[config.mk]
export PLATFORM = sky130hd
export DESIGN_NAME = alu_cmd_issuer
export DESIGN_NICKNAME = d
export VERILOG_FILES = /design/src/rtl/alu_cmd_issuer_pkg.sv /design/src/rtl/alu_cmd_fifo.sv /design/src/rtl/alu_cmd_issuer.sv
export SDC_FILE = /design/constraint.sdc
export NUM_CORES = 1
export LEC_CHECK = 0
export ABC_AREA = 1
export CORE_MARGIN = 4
export CORE_UTILIZATION = 24
export DETAILED_ROUTE_END_ITERATION = 12
export GPL_ROUTABILITY_DRIVEN = 0
export PLACE_DENSITY = 0.49
export SLEW_MARGIN = 15
export SYNTH_ARGS = -nofsm -noshare
export SYNTH_HDL_FRONTEND = slang
export SYNTH_SLANG_ARGS = --single-unit
[constraint.sdc]
create_clock -name clk -period 8.98 [get_ports clk]
set_input_delay 0.898 -clock clk [delete_from_list [all_inputs] [get_ports clk]]
set_output_delay 0.898 -clock clk [all_outputs]
set_load 0.1 [all_outputs]
[src/rtl/alu_cmd_issuer_pkg.sv]
// Shared types for the ALU command issuer: opcode set, queued command record,
// issuer FSM states and the overflow rule used when ALU_OVF_FLAG_EN is defined.
package alu_cmd_issuer_pkg;

  localparam int DEFAULT_TAG_W = 4;

  typedef enum logic [2:0] {
    ADD  = 3'd0,
    SUB  = 3'd1,
    AND  = 3'd2,
    OR   = 3'd3,
    XOR  = 3'd4,
    NOR  = 3'd5,
    SLT  = 3'd6,
    SLTU = 3'd7
  } op_code;

  typedef struct packed {
    op_code                   op;
    logic [31:0]              rs;
    logic [31:0]              rt;
    logic [DEFAULT_TAG_W-1:0] tag;
  } alu_cmd_t;

  typedef enum logic [1:0] {
    IDLE  = 2'd0,
    ISSUE = 2'd1,
    RESP  = 2'd2
  } issuer_state_t;

  // Signed overflow of the ALU result, judged from the operand and result sign bits.
  function automatic logic ovf_flag(input op_code op, input logic [31:0] a,
                                    input logic [31:0] b, input logic [31:0] r);
    logic f;
    f = 1'b0;
    case (op)
      ADD:     f = (a[31] == b[31]) && (r[31] != a[31]);
      SUB:     f = (a[31] != b[31]) && (r[31] != a[31]);
      default: f = 1'b0;
    endcase
    return f;
  endfunction

endpackage

[src/rtl/alu_cmd_fifo.sv]
// Synchronous command FIFO for the ALU issuer; DEPTH must be a power of two >= 2.
module alu_cmd_fifo
  import alu_cmd_issuer_pkg::*;
#(
  parameter int  DEPTH   = 4,
  parameter type entry_t = alu_cmd_t
) (
  input  logic                     clk,
  input  logic                     reset,
  input  logic                     push,
  input  entry_t                   push_data,
  input  logic                     pop,
  output entry_t                   pop_data,
  output logic                     full,
  output logic                     empty,
  output logic [$clog2(DEPTH):0]   count
);

  localparam int             AW       = $clog2(DEPTH);
  localparam logic [AW:0]    FULL_CNT = (AW + 1)'(DEPTH);

  entry_t          mem [DEPTH];
  logic [AW-1:0]   wr_ptr;
  logic [AW-1:0]   rd_ptr;
  logic            do_push;
  logic            do_pop;

  assign full     = (count == FULL_CNT);
  assign empty    = (count == '0);
  assign do_push  = push && !full;
  assign do_pop   = pop && !empty;
  assign pop_data = mem[rd_ptr];

  // NOTE: state registers use non-blocking (<=) so every flop samples pre-edge values.
  always_ff @(posedge clk or negedge reset) begin
    if (!reset) begin
      wr_ptr <= '0;
      rd_ptr <= '0;
      count  <= '0;
    end else begin
      if (do_push) wr_ptr <= wr_ptr + 1'b1;
      if (do_pop)  rd_ptr <= rd_ptr + 1'b1;
      case ({do_push, do_pop})
        2'b10:   count <= count + 1'b1;
        2'b01:   count <= count - 1'b1;
        default: count <= count;
      endcase
    end
  end

  // NOTE: storage is deliberately not reset; the pointers and count alone define validity.
  always_ff @(posedge clk) begin
    if (do_push) mem[wr_ptr] <= push_data;
  end

endmodule

[src/rtl/alu_cmd_issuer.sv]
// Initiator side of the ALU interface: queues commands, drives the alu from
// registered operands and returns tagged responses. Optional macro: ALU_OVF_FLAG_EN.
module alu_cmd_issuer
  import alu_cmd_issuer_pkg::*;
#(
  parameter int DEPTH = 4,
  parameter int TAG_W = DEFAULT_TAG_W
) (
  input  logic                     clk,
  input  logic                     reset,
  input  logic                     cmd_valid_i,
  output logic                     cmd_ready_o,
  input  op_code                   cmd_op_i,
  input  logic [31:0]              cmd_rs_i,
  input  logic [31:0]              cmd_rt_i,
  output op_code                   alu_op_o,
  output logic [31:0]              alu_rs_o,
  output logic [31:0]              alu_rt_o,
  input  logic [31:0]              alu_result_i,
  input  logic                     alu_zero_i,
  output logic                     rsp_valid_o,
  input  logic                     rsp_ready_i,
  output logic [31:0]              rsp_result_o,
  output logic                     rsp_zero_o,
  output logic [TAG_W-1:0]         rsp_tag_o,
`ifdef ALU_OVF_FLAG_EN
  output logic                     rsp_ovf_o,
`endif
  output logic [$clog2(DEPTH):0]   count_o
);

  localparam logic [1:0] ST_IDLE  = IDLE;
  localparam logic [1:0] ST_ISSUE = ISSUE;
  localparam logic [1:0] ST_RESP  = RESP;

  // Same layout as alu_cmd_t, but with this instance's tag width.
  typedef struct packed {
    op_code           op;
    logic [31:0]      rs;
    logic [31:0]      rt;
    logic [TAG_W-1:0] tag;
  } cmd_entry_t;

  logic [1:0]       state;
  logic [TAG_W-1:0] tag_cnt;
  logic [TAG_W-1:0] issue_tag;
  cmd_entry_t       push_data;
  cmd_entry_t       head;
  logic             fifo_full;
  logic             fifo_empty;
  logic             push;
  logic             pop;

  assign cmd_ready_o = !fifo_full;
  assign push        = cmd_valid_i && cmd_ready_o;
  assign pop         = !fifo_empty &&
                       ((state == ST_IDLE) || ((state == ST_RESP) && rsp_ready_i));
  assign push_data   = '{op: cmd_op_i, rs: cmd_rs_i, rt: cmd_rt_i, tag: tag_cnt};

  alu_cmd_fifo #(
    .DEPTH   (DEPTH),
    .entry_t (cmd_entry_t)
  ) u_fifo (
    .clk       (clk),
    .reset     (reset),
    .push      (push),
    .push_data (push_data),
    .pop       (pop),
    .pop_data  (head),
    .full      (fifo_full),
    .empty     (fifo_empty),
    .count     (count_o)
  );

  always_ff @(posedge clk or negedge reset) begin
    if (!reset) tag_cnt <= '0;
    else if (push) tag_cnt <= tag_cnt + 1'b1;
  end

  always_ff @(posedge clk or negedge reset) begin
    if (!reset) begin
      state        <= ST_IDLE;
      alu_op_o     <= ADD;
      alu_rs_o     <= '0;
      alu_rt_o     <= '0;
      issue_tag    <= '0;
      rsp_valid_o  <= 1'b0;
      rsp_result_o <= '0;
      rsp_zero_o   <= 1'b0;
      rsp_tag_o    <= '0;
`ifdef ALU_OVF_FLAG_EN
      rsp_ovf_o    <= 1'b0;
`endif
    end else begin
      // alu_* only change on a pop, so they hold the last command between issues.
      if (pop) begin
        alu_op_o  <= head.op;
        alu_rs_o  <= head.rs;
        alu_rt_o  <= head.rt;
        issue_tag <= head.tag;
      end
      case (state)
        ST_IDLE: begin
          if (pop) state <= ST_ISSUE;
        end
        ST_ISSUE: begin
          rsp_valid_o  <= 1'b1;
          rsp_result_o <= alu_result_i;
          rsp_zero_o   <= alu_zero_i;
          rsp_tag_o    <= issue_tag;
`ifdef ALU_OVF_FLAG_EN
          rsp_ovf_o    <= ovf_flag(alu_op_o, alu_rs_o, alu_rt_o, alu_result_i);
`endif
          state        <= ST_RESP;
        end
        ST_RESP: begin
          if (rsp_ready_i) begin
            rsp_valid_o <= 1'b0;
            state       <= pop ? ST_ISSUE : ST_IDLE;
          end
        end
        default: state <= ST_IDLE;
      endcase
    end
  end

endmodule

==> flow_summary.yaml, run 1 <==
clock_tree:
  post-cts-setup-buffers: 0
  cts-buffers-inserted: 45
  cts_resized: 0
  cts_root_buffer: "clkbuf_16"
  clk_transition_reported_paths_ps: 60
  cts_tree: "done"
  clock-sinks: 406
  worst_skew_pair.late_latency_ps: 570
  htree_levels: 2
  clock_path_buffers: 3
  cts_hold_buffers: 0
sta:
  slew_violations: 0
  hold_viol_final: 0
  maxSlewHeadroom_pct: 26.90
  fin_tns_setup_ps: 0
  fin_ws_ps: 5726
  period_share_pct: 36.23
  clock.fmax_ghz: 0.3073
  finalSetupViolCount: 0
  worstMarginPinSlew_ps: 1097
  rsz0062_at_grt: "no"
  fin_worst_skew_ps: 18.76
  finalCriticalPeriod_ps: 3254
flow_run:
  maxCapViolations: 0
outcome:
  status: "finished clean"
layout:
  syn_to_final_growth_pct: 27.18
  fill_cells: 7038
  utilization_pct: 30.89
  regArea_um2: 11590
  multi_input_area_um2: 3640
  drive_above_1_share_pct: 5.174
  nNetsFinal: 1968
setup_path:
  r2r_slack_ps: 5810
  crit_fanout: 43
  worstSetupPathType: "input port to flip-flop"
  worstSetupEndpointType: "flip-flop"
  crit_path_start_kind: "input port"
  startpoint: "cmd_valid_i"
  crit_end: "u_fifo.mem[3][54]"
  reg2reg_to: "alu_rs_o[25]"
  crit_arrival_ps: 3440
  r2r-start: "u_fifo.rd_ptr[1]"
  reg2reg_depth: 6
  required_ps: 9160
detailed_routing:
  vias: 11016
  antenna_left: 0
  wirelength_mm: 41.98
  drt-initial-drc-count: 656
  routedWlPerCell_um: 14.85
  first_pass_iters: 5
  viasPerCell: 3.897
  drc_errors: 0
yosys:
  syn_nets: 1768
  async_flop_share_pct: 30.05
  synth_cell_type_count: 24
  seq_area_frac_synth_pct: 69.28
  ys_ff_latch: 406
  avgSynthCellArea_um2: 10.09
  netlist_top_cells_count: "nand2_1, inv_1, edfxtp_1"
  syn_inst: 1657
  yosysWarnings: 0
  synth.most_common_cell: "nand2_1"
  synth_edf_count: 284
  dominantRegCellSynth: "edfxtp_1"
  syn_area_um2: 16720
  synth.largest_area_cell: "edfxtp_1"
  netlist.area_leader.share_pct: 51.02
  netlist_top_cells_area: "edfxtp_1, dfrtp_1, nand2_1, inv_1, nand3_1"
global_route:
  antenna_found_initial: 6
  grt_pass1_vias: 11248
  grt_use_total_pct: 11.32
  grt_pass1_wl_mm: 65.51
  grt-ovfl-total: 0
  grt_max_degree: 84
floorplan:
  rows: 96
  die_area_um2: 73940
  coreArea_um2: 68830
  die_w_um: 271.9
  initial_utilization_pct: 24.29
  die_height_um: 271.9
  design.portCount: 213
worst_hold_path:
  hold_class: "input port to asynchronous set/reset pin"
placed_design:
  pre_cts_ws_ps: 5060
  io_buffers: 212
  hpwl_mm: 25.23
## critical path: stages
cell and delay, ps:
clkdlybuf4s50_1 500, nand2_1 390, nor2_4 900, buf_4 690
## metal layers
layer / routed length [um] / up-vias / part of all wire, % / track usage, %
met5: 69 / - / 0.16 / 0
met4: 836 / 10 / 2.0 / 2.929
met3: 2220 / 68 / 5.3 / 3.110
met2: 20650 / 159 / 49 / 19.38
met1: 18210 / 5263 / 43 / 14.15
li1: - / 5516 / - / -
## worst min path at each step
stage                            end  slack [ps]  cells after the start
floorplan               issue_tag[0]         450                      2
global placement     rsp_result_o[4]         450                      2
detailed placement  rsp_result_o[31]         460                      2
CTS                  rsp_result_o[7]         420                      1
global route         rsp_result_o[7]         460                      1
finish               rsp_result_o[7]         400                      1
## sequential cells by signal, indices dropped and copies added (netlist names), 3 cells and up
register	cells
alu_op_o	3
issue_tag	4
u_fifo.count	3
rsp_tag_o	4
alu_rs_o	32
rsp_result_o	32
tag_cnt	4
alu_rt_o	32
u_fifo.mem	284
## metrics by stage
stage                     instances  hold WS [ps]  cell area [um^2]
after floorplan                1657         449.2             16720
after global placement         2741         453.5             19740
after detailed placement       2741         457.0             19740
after CTS                      2825         415.5             21250
after global routing           2825         456.4             21250
final                          2827         400.4             21260
## final cells by class
type	instances	area share, %
inverter	304	5.385
timing repair buffer	222	10.34
sequential	406	54.51
clock inverter	25	1.360
multi-input combinational	878	17.12
antenna	2	0.02354
tap	931	5.479
clock buffer	59	5.780
## logic make-up (layout without fill, tap and decap cells)
logic type	Yosys count	count (layout)	synth area share, %
compound gates	7	7	0.2245
fa+ha+maj	7	7	0.5689
buf+inv	373	610	9.184
other cells	0	2	0
flops	406	406	69.28
xor+xnor	6	6	0.3144
simple gates	858	858	20.43
## placed cells by master (no fill, tap or decap)
cell type	n
a21boi_0	1
a21oi_1	1
buf_4	10
buf_6	1
bufinv_16	5
clkbuf_1	9
clkbuf_16	45
clkbuf_8	5
clkdlybuf4s50_1	211
clkinv_1	4
clkinv_2	10
clkinv_4	1
clkinv_8	2
clkinvlp_4	2
dfrtp_1	120
dfrtp_4	2
diode_2	2
edfxtp_1	284
fa_1	1
ha_1	6
inv_1	298
inv_2	3
inv_4	1
inv_6	3
nand2_1	701
nand2_4	1
nand3_1	145
nand4_1	1
nor2_1	3
nor2_2	2
nor2_4	5
o21ai_0	4
o21ai_1	1
xnor2_1	3
xor2_1	3
Power of run 1 is not shown: default switching activity piles up to over one toggle a cycle in this logic, so the estimate is an artifact.
==> run 2: changes to the inputs <==
Clock period 8.98 ns to 3.1 ns, I/O delays scaled along.
==> flow_summary.yaml, run 2 (synthesis results as in run 1) <==
outcome:
  status: "finished clean"
floorplan:
  rows: 96
  die_height_um: 271.9
  die_area_um2: 73940
  die_w_um: 271.9
  design.portCount: 213
  coreArea_um2: 68830
  initial_utilization_pct: 24.29
setup_path:
  worstSetupEndpointType: "primary output"
  path_cells: "clkdlybuf4s50_1"
  crit_fanout: 2
  required_ps: 2790
  cp_slowest_cell: "clkdlybuf4s50_1"
  crit_path_start_kind: "flip-flop"
  slowest_delay_ps: 1170
  crit_family: "buffers and inverters"
  crit_buf_inv: 1
  crit_arrival_ps: 2110
  worstSetupPathType: "flip-flop to primary output"
detailed_routing:
  viasPerCell: 3.888
  routedWlPerCell_um: 15.01
  wirelength_mm: 42.72
  drc_errors: 0
  drt-initial-drc-count: 640
  antenna_left: 0
  first_pass_iters: 5
  vias: 11065
clock_tree:
  cts-buffers-inserted: 49
  worst_skew_pair.late_latency_ps: 590
  clock_path_buffers: 3
  clk_transition_reported_paths_ps: 60
  post-cts-setup-buffers: 0
  clock-sinks: 406
  cts_root_buffer: "clkbuf_16"
  cts_tree: "done"
  htree_levels: 2
layout:
  regMostFlops: "u_fifo.mem"
  largest_reg_flops: 284
  most-common-layout-cells: "nand2_1, inv_1, edfxtp_1"
  drive_above_1_share_pct: 7.270
  layout_commonest_cell: "nand2_1"
  nNetsFinal: 1982
  syn_to_final_growth_pct: 28.00
global_route:
  antenna_found_initial: 6
  grt_max_degree: 145
  grt-ovfl-total: 0
  grt_pass1_vias: 11103
  grt_use_total_pct: 11.38
  grt_pass1_wl_mm: 65.96
sta:
  worstMarginPinSlew_ps: 1018
  hold_viol_final: 0
  fin_worst_skew_ps: 22.90
  slew_violations: 0
  finalCriticalPeriod_ps: 2421
  fin_tns_setup_ps: 0
  clock.fmax_ghz: 0.4130
  maxSlewHeadroom_pct: 31.94
  finalSetupViolCount: 0
  period_share_pct: 78.10
  rsz0062_at_grt: "no"
flow_run:
  maxCapViolations: 0
placed_design:
  hpwl_mm: 25.82
  io_buffers: 212
worst_hold_path:
  hold_class: "input port to flip-flop"
[run 2: cell count changes in the layout (fill, tap and decap cells not counted), sizes merged]
cell,delta
clkinv,+2
buf,+39
clkinvlp,-2
bufinv,-5
dlygate4sd3,+1
clkbuf,+13
clkdlybuf4s50,-30
diode,+1
[run 2: area by class of cell]
type,instances,area (um^2)
antenna,3,7.507
clock buffer,72,1384
clock inverter,20,131.4
fill,7027,47430
inverter,304,1145
multi-input combinational,878,3647
sequential,406,11590
tap,931,1165
timing repair buffer,232,2326
[run 2: worst paths after layout]
| path | from | to | slack, ps | cells after the start |
|---|---|---|---|---|
| setup reg to reg | u_fifo.count[0] | u_fifo.count[2] | 880 | 10 |
| min in group asynchronous | reset | rsp_result_o[2] | 410 | 2 |
| max in group asynchronous | reset | alu_rt_o[25] | 1830 | 3 |
| hold / removal | alu_result_i[9] | rsp_result_o[9] | 260 | 3 |
| hold reg to reg | rsp_result_o[6] | rsp_result_o[6] | 470 | 2 |
| setup / recovery | rsp_result_o[16] | rsp_result_o[16] | 680 | 1 |
[run 2: what timing repair did]
item,CTS,global route
hold buffers,1,0
endpoints found under the setup margin,0,0
gates resized for setup,0,0
endpoints found under the hold margin,87,0
[run 2: worst reg2reg max path: stages (launching register included)]
cell     delay, ps
dfrtp_2        430
nor2_2         190
nand2_4         60
nand2_1        330
ha_1           260
inv_1           70
fa_1           390
inv_1           80
nand2_1         50
nand3_1         90
xor2_1         180
[run 2: per-stage QoR]
| stage | util (%) | hold WS, ps | cells | cell area (um^2) | setup WS (ps) |
|---|---|---|---|---|---|
| after floorplan | - | 14.41 | 1657 | 16760 | 22.15 |
| after global placement | 28.86 | 453.2 | 2750 | 19860 | 740.0 |
| after detailed placement | 28.86 | 457.5 | 2750 | 19860 | 692.6 |
| after CTS | 31.08 | 209.4 | 2843 | 21390 | 618.2 |
| after global routing | 31.08 | 222.4 | 2844 | 21390 | 604.0 |
| final | 31.09 | 256.8 | 2846 | 21400 | 678.8 |
[run 2: layer usage]
layer / vias to the layer above / part of all wire (%) / wire [um] / global-route usage, %
li1: 5543 / - / - / -
met1: 5277 / 43 / 18530 / 14.07
met2: 171 / 50 / 21200 / 19.76
met3: 70 / 4.3 / 1843 / 2.669
met4: 4 / 2.6 / 1132 / 3.503
met5: - / 0.051 / 22 / 0
Power of run 2 is left out for the same reason.
